[src/rtl/uart_pkg.sv]
// Shared definitions for the UART receive path.
//   state_t     : receiver FSM states
//   PAR_*       : parity_type encodings (00/11 none, 01 odd, 10 even)
//   par_enabled : true when a parity bit follows the payload
package uart_pkg;

  typedef enum logic [2:0] {
    IDLE,
    START,
    DATA,
    PARITY,
    STOP,
    WAIT_HIGH
  } state_t;

  localparam logic [1:0] PAR_NONE0 = 2'b00;
  localparam logic [1:0] PAR_ODD   = 2'b01;
  localparam logic [1:0] PAR_EVEN  = 2'b10;
  localparam logic [1:0] PAR_NONE1 = 2'b11;

  function automatic logic par_enabled(input logic [1:0] pt);
    return (pt == PAR_ODD) || (pt == PAR_EVEN);
  endfunction

endpackage

[src/rtl/uart_sync2.sv]
// Two-flop synchronizer for the asynchronous serial line.
//   clk   : destination clock
//   reset : synchronous, active-high; both flops reset to 1 (idle line)
//   d     : asynchronous input
//   q     : synchronized output
module uart_sync2 (
  input  logic clk,
  input  logic reset,
  input  logic d,
  output logic q
);

  logic meta;

  always_ff @(posedge clk) begin
    if (reset) begin
      meta <= 1'b1;
      q    <= 1'b1;
    end else begin
      meta <= d;
      q    <= meta;
    end
  end

endmodule

[src/rtl/sipo_rx.sv]
// UART receive deserializer, 16x (OVERSAMPLE) oversampled.
// Detects a start bit, shifts DATA_WIDTH bits in LSB first, checks optional
// parity and the stop bit, then presents the word with done/error flags.
//   baud_clk     : OVERSAMPLE x baud rate
//   reset        : synchronous, active-high
//   parity_type  : 00/11 none, 01 odd, 10 even; latched at start confirm
//   data_rx      : serial line, idle high, asynchronous
//   data_parll   : last received word, held until the next done_flag
//   active_flag  : high from start confirm through stop sample
//   done_flag    : one-cycle pulse when a frame completes
//   parity_error : parity result of the last frame
//   stop_error   : framing error of the last frame (stop bit sampled low)
module sipo_rx
  import uart_pkg::*;
#(
  parameter int DATA_WIDTH = 8,
  parameter int OVERSAMPLE = 16
) (
  input  logic                  baud_clk,
  input  logic                  reset,
  input  logic [1:0]            parity_type,
  input  logic                  data_rx,
  output logic [DATA_WIDTH-1:0] data_parll,
  output logic                  active_flag,
  output logic                  done_flag,
  output logic                  parity_error,
  output logic                  stop_error
);

  localparam int TW = $clog2(OVERSAMPLE);
  localparam int BW = (DATA_WIDTH > 1) ? $clog2(DATA_WIDTH) : 1;

  state_t                state, state_nx;
  logic                  rx_s;
  logic [TW-1:0]         tick_cnt;
  logic [BW-1:0]         bit_cnt;
  logic [DATA_WIDTH-1:0] shreg;
  logic [1:0]            par_lat;
  logic                  par_bit;
  logic                  mid_tick, end_tick, last_bit;
  logic                  par_bad;

  uart_sync2 u_sync (
    .clk   (baud_clk),
    .reset (reset),
    .d     (data_rx),
    .q     (rx_s)
  );

  assign mid_tick = (tick_cnt == TW'(OVERSAMPLE/2 - 1));
  assign end_tick = (tick_cnt == TW'(OVERSAMPLE - 1));
  assign last_bit = (bit_cnt == BW'(DATA_WIDTH - 1));

  // par_lat only selects odd/even when a parity bit was actually received.
  always_comb begin
    par_bad = 1'b0;
    if (par_lat == PAR_ODD)  par_bad = ~(^{shreg, par_bit});
    if (par_lat == PAR_EVEN) par_bad =   ^{shreg, par_bit};
  end

  // State register plus counters / datapath
  always_ff @(posedge baud_clk) begin
    if (reset) begin
      state        <= IDLE;
      tick_cnt     <= '0;
      bit_cnt      <= '0;
      shreg        <= '0;
      par_lat      <= PAR_NONE0;
      par_bit      <= 1'b0;
      data_parll   <= '0;
      done_flag    <= 1'b0;
      parity_error <= 1'b0;
      stop_error   <= 1'b0;
    end else begin
      state     <= state_nx;
      done_flag <= 1'b0;
      case (state)
        IDLE, WAIT_HIGH: begin
          tick_cnt <= '0;
          bit_cnt  <= '0;
        end
        START: begin
          if (mid_tick) begin
            tick_cnt <= '0;
            par_lat  <= parity_type;
          end else begin
            tick_cnt <= tick_cnt + TW'(1);
          end
        end
        DATA: begin
          if (end_tick) begin
            shreg[bit_cnt] <= rx_s;
            tick_cnt       <= '0;
            bit_cnt        <= last_bit ? '0 : bit_cnt + BW'(1);
          end else begin
            tick_cnt <= tick_cnt + TW'(1);
          end
        end
        PARITY: begin
          if (end_tick) begin
            par_bit  <= rx_s;
            tick_cnt <= '0;
          end else begin
            tick_cnt <= tick_cnt + TW'(1);
          end
        end
        STOP: begin
          if (end_tick) begin
            data_parll   <= shreg;
            parity_error <= par_bad;
            stop_error   <= ~rx_s;
            done_flag    <= 1'b1;
            tick_cnt     <= '0;
          end else begin
            tick_cnt <= tick_cnt + TW'(1);
          end
        end
        default: tick_cnt <= '0;
      endcase
    end
  end

  // Next-state logic
  always_comb begin
    state_nx = state;
    case (state)
      IDLE:      if (!rx_s) state_nx = START;
      // A line that is high again at mid-bit was a glitch.
      START:     if (mid_tick) state_nx = rx_s ? IDLE : DATA;
      DATA:      if (end_tick && last_bit)
                   state_nx = par_enabled(par_lat) ? PARITY : STOP;
      PARITY:    if (end_tick) state_nx = STOP;
      STOP:      if (end_tick) state_nx = rx_s ? IDLE : WAIT_HIGH;
      // A break must go high before another start can be seen.
      WAIT_HIGH: if (rx_s) state_nx = IDLE;
      default:   state_nx = IDLE;
    endcase
  end

  // Outputs
  always_comb begin
    active_flag = (state == DATA) || (state == PARITY) || (state == STOP);
  end

endmodule
[config.mk]
export PLATFORM = sky130hd
export DESIGN_NAME = sipo_rx
export DESIGN_NICKNAME = d
export VERILOG_FILES = /design/src/rtl/uart_pkg.sv /design/src/rtl/uart_sync2.sv /design/src/rtl/sipo_rx.sv
export SDC_FILE = /design/constraint.sdc
export NUM_CORES = 1
export LEC_CHECK = 0
export ABC_CLOCK_PERIOD_IN_PS = 2200
export BUFFER_PORTS_ARGS = -buffer_cell sky130_fd_sc_hd__buf_2
export CAP_MARGIN = 15
export CORE_MARGIN = 2
export CORE_UTILIZATION = 57
export CTS_CLUSTER_DIAMETER = 40
export CTS_CLUSTER_SIZE = 16
export DETAILED_ROUTE_END_ITERATION = 7
export PLACE_DENSITY = 0.78
export SLEW_MARGIN = 10
export SYNTH_ARGS = -nofsm -noshare
export SYNTH_HDL_FRONTEND = slang
export SYNTH_SLANG_ARGS = --single-unit
[constraint.sdc]
create_clock -name baud_clk -period 2.2 [get_ports baud_clk]
set_input_delay 0.55 -clock baud_clk [delete_from_list [all_inputs] [get_ports baud_clk]]
set_output_delay 0.55 -clock baud_clk [all_outputs]
set_load 0.01 [all_outputs]
==> run_results.csv <==
group,metric,value,unit
cts,ctsHoldBuffers,0,
finish,drive_gt1_share,18.8,%
finish,n_fill_cell,227,
worst_hold_path,min_path_type,"input port to flop",
route,dr.pass1.iters,4,
floorplanning,fp.dieW,57.4,µm
finish,num_antenna_cells,0,
route,drtIter0Drc,49,
logic_synthesis,synth_fp_nets,195,
logic_synthesis,avgSynthCellArea,8.80,µm²
floorplanning,ios,17,
cts,clk_pin_slew,0.10,ns
logic_synthesis,ys_seq_area_share,41.8,%
logic_synthesis,synthCells,185,
setup_path,critPathKind,"flop to flop",
timing,slew-limit-headroom,61.6,%
cts,cts_setup_buffers,0,
timing,worst_pin_slew,0.576,ns
route,vias,1325,
route,drc,0,
grt,overflow,0,
timing,slew_violations,0,
timing,grt_setup_unrepaired,"false",
setup_path,cp.buffers_inverters,0,
finish,syn_to_final_growth,9.68,%
timing,setup_tns,0,ns
place,dp_hpwl,2.22,mm
grt,grt_use_total,20.5,%
finish,multiInputGateArea,877,µm²
status,outcome,"finished clean",
floorplanning,die_y,57.4,µm
power_and_ir_drop,p_leak,0.771,nW
logic_synthesis,syn_area,1630,µm²
route,ant_nets,0,
timing,finalHoldViolCount,0,
timing,min_period,1.92,ns
grt,grt_pass1_vias,1217,
job,maxCapViolations,0,
cts,clock_sinks,34,
timing,fin_skew,0.00810,ns
cts,cts.path.max_buffers,2,
timing,setup_violations,0,
floorplanning,core,2730,µm²
timing,max_freq,521,MHz
cts,htreeDepth,2,
power_and_ir_drop,peakVddDrop,0.499,mV
setup_path,cp_top_family,"compound AO/OA/AOI/OAI gates",
power_and_ir_drop,power.density,720,nW/µm²
route,routed_via_density,5.69,
logic_synthesis,yosysWarningCount,0,
setup_path,reg2reg_depth,6,
cts,numCtsBuffers,5,
finish,layout_commonest_cell,"dfxtp_1",
setup_path,worst_path_max_delay_cell,"a311oi_2",
route,routedWlPerCell,13.3,µm
setup_path,cp-start-kind,"flop",
grt,grt_pass1_wl,5.16,mm
timing,min_period_over_period,87.2,%
floorplanning,rows,19,
floorplanning,die-area,3300,µm²
finish,nNetsFinal,211,
setup_path,critical_path.max_stage_delay,0.44,ns
cts,cts_tree,"built",
route,routed_wl,3.10,mm
setup_path,worstPathRequired,2.40,ns
setup_path,crit_chain,"ha_1, nand3b_1, a211o_1, a311oi_2, o221a_2, nor3_1",
cts,worst_skew_pair.late_latency,0.33,ns
place,io_buffer_count,16,
setup_path,arrival,2.12,ns
power_and_ir_drop,p_total,1.28,mW
floorplanning,start_util,59.5,%
setup_path,cp.depth,6,
place,place.gp.congestion,0.770,
finish,layout_common_cells,"dfxtp_1 (34), nor2_1 (26), nand2_1 (21), buf_2 (16), a21oi_1 (14)",
finish,seqCellArea,681,µm²
grt,antenna_found_initial,0,
setup_path,cp-end-kind,"flop",
grt,grt_max_degree,34,
cts,cts_root_buf,"clkbuf_4",
setup_path,cp_max_fo,5,
worst_hold_path,min_path_cells,2,
cts,cts_resized,0,
logic_synthesis,ys_seq_elements,34,
logic_synthesis,synthDistinctLibCells,37,
==> routing by layer <==
layer / track usage (%) / up-vias / wire length [µm]
met4: 8.97 / 0 / 23
met2: 36.5 / 37 / 1610
met3: 5.44 / 4 / 142
met5: 0 / - / 0
li1: - / 665 / -
met1: 22.7 / 619 / 1330
==> worst paths after layout <==
path	slack, ns	from	endpoint
max	0.28	tick_cnt[0]	state[2]
min	0.40	data_rx	u_sync.meta
max reg2reg	0.28	tick_cnt[0]	state[2]
min reg2reg	0.42	u_sync.meta	u_sync.q
==> worst reg2reg max path, cell delays in order (launching register included) <==
cell	delay (ns)
dfxtp_1	0.37
ha_1	0.23
nand3b_1	0.11
a211o_1	0.33
a311oi_2	0.44
o221a_2	0.27
nor3_1	0.05
==> area by class of cell <==
type,count,area share [%]
inverter,3,0.631
clock inverter,1,0.280
sequential,34,38.1
multi-input combinational,136,49.1
clock buffer,7,3.08
tap,31,2.17
timing repair buffer,21,6.59
==> kinds of logic after synthesis <==
family	share of synthesized area, %
DFF	41.8
buffers and inverters	4.30
xor gates and xnor gates	6.23
and+or+nand+nor	25.6
AOI/OAI and AO/OA	10.2
muxes	7.99
adders and majority gates	3.84
==> report_power, final <==
group | switching [mW] | internal (mW)
clock network | 0.201 | 0.155
registers | 0.0130 | 0.637
logic | 0.160 | 0.119
total | 0.374 | 0.911
==> sequential cells by signal, summed over array words and instances, names as in the netlist <==
name          flops
bit_cnt           3
data_parll        8
done_flag         1
par_bit           1
par_lat           2
parity_error      1
shreg             8
state             3
stop_error        1
tick_cnt          4
u_sync.meta       1
u_sync.q          1
==> Yosys cell counts <==
master / instances / area share (%)
nand2_1: 21 / 4.8
buf_6: 1 / 0.69
or3b_2: 1 / 0.54
nor3_1: 5 / 1.5
or3b_1: 1 / 0.54
nor3b_2: 2 / 1.5
nand3_1: 8 / 2.5
xnor3_1: 1 / 1.4
nor2_1: 26 / 6.0
xnor2_1: 4 / 2.2
ha_1: 5 / 3.8
clkbuf_1: 8 / 1.8
o21a_1: 1 / 0.46
a311oi_2: 1 / 0.92
a22oi_1: 1 / 0.46
a211o_1: 1 / 0.54
nand4b_1: 2 / 1.1
mux2i_1: 13 / 8.0
xor2_1: 5 / 2.7
o21ai_0: 3 / 0.92
nand3b_1: 4 / 1.8
inv_1: 3 / 0.69
dfxtp_1: 34 / 42
buf_2: 2 / 0.61
and2_1: 2 / 0.77
nand2b_1: 2 / 0.77
and3_1: 2 / 0.77
or2_2: 3 / 1.2
a21oi_1: 14 / 4.3
o221ai_1: 2 / 1.1
buf_4: 1 / 0.46
a211oi_1: 1 / 0.46
o221a_2: 1 / 0.69
o22ai_1: 1 / 0.38
nor3b_1: 1 / 0.46
or3_4: 1 / 0.69
or4b_2: 1 / 0.61
==> metrics by stage <==
step | worst slack (ns) | cell area, µm² | hold WS [ns] | instances | utilization [%]
6_report | 0.281 | 1790 | 0.404 | 233 | 65.3
3_3_place_gp | 0.404 | 1730 | 0.393 | 225 | 63.1
4_1_cts | 0.292 | 1790 | 0.386 | 233 | 65.3
3_5_place_dp | 0.295 | 1730 | 0.396 | 225 | 63.1
2_1_floorplan | 0.397 | 1630 | 0.389 | 185 | -
5_1_grt | 0.176 | 1790 | 0.379 | 233 | 65.3
(Power assumes the default switching activity.)
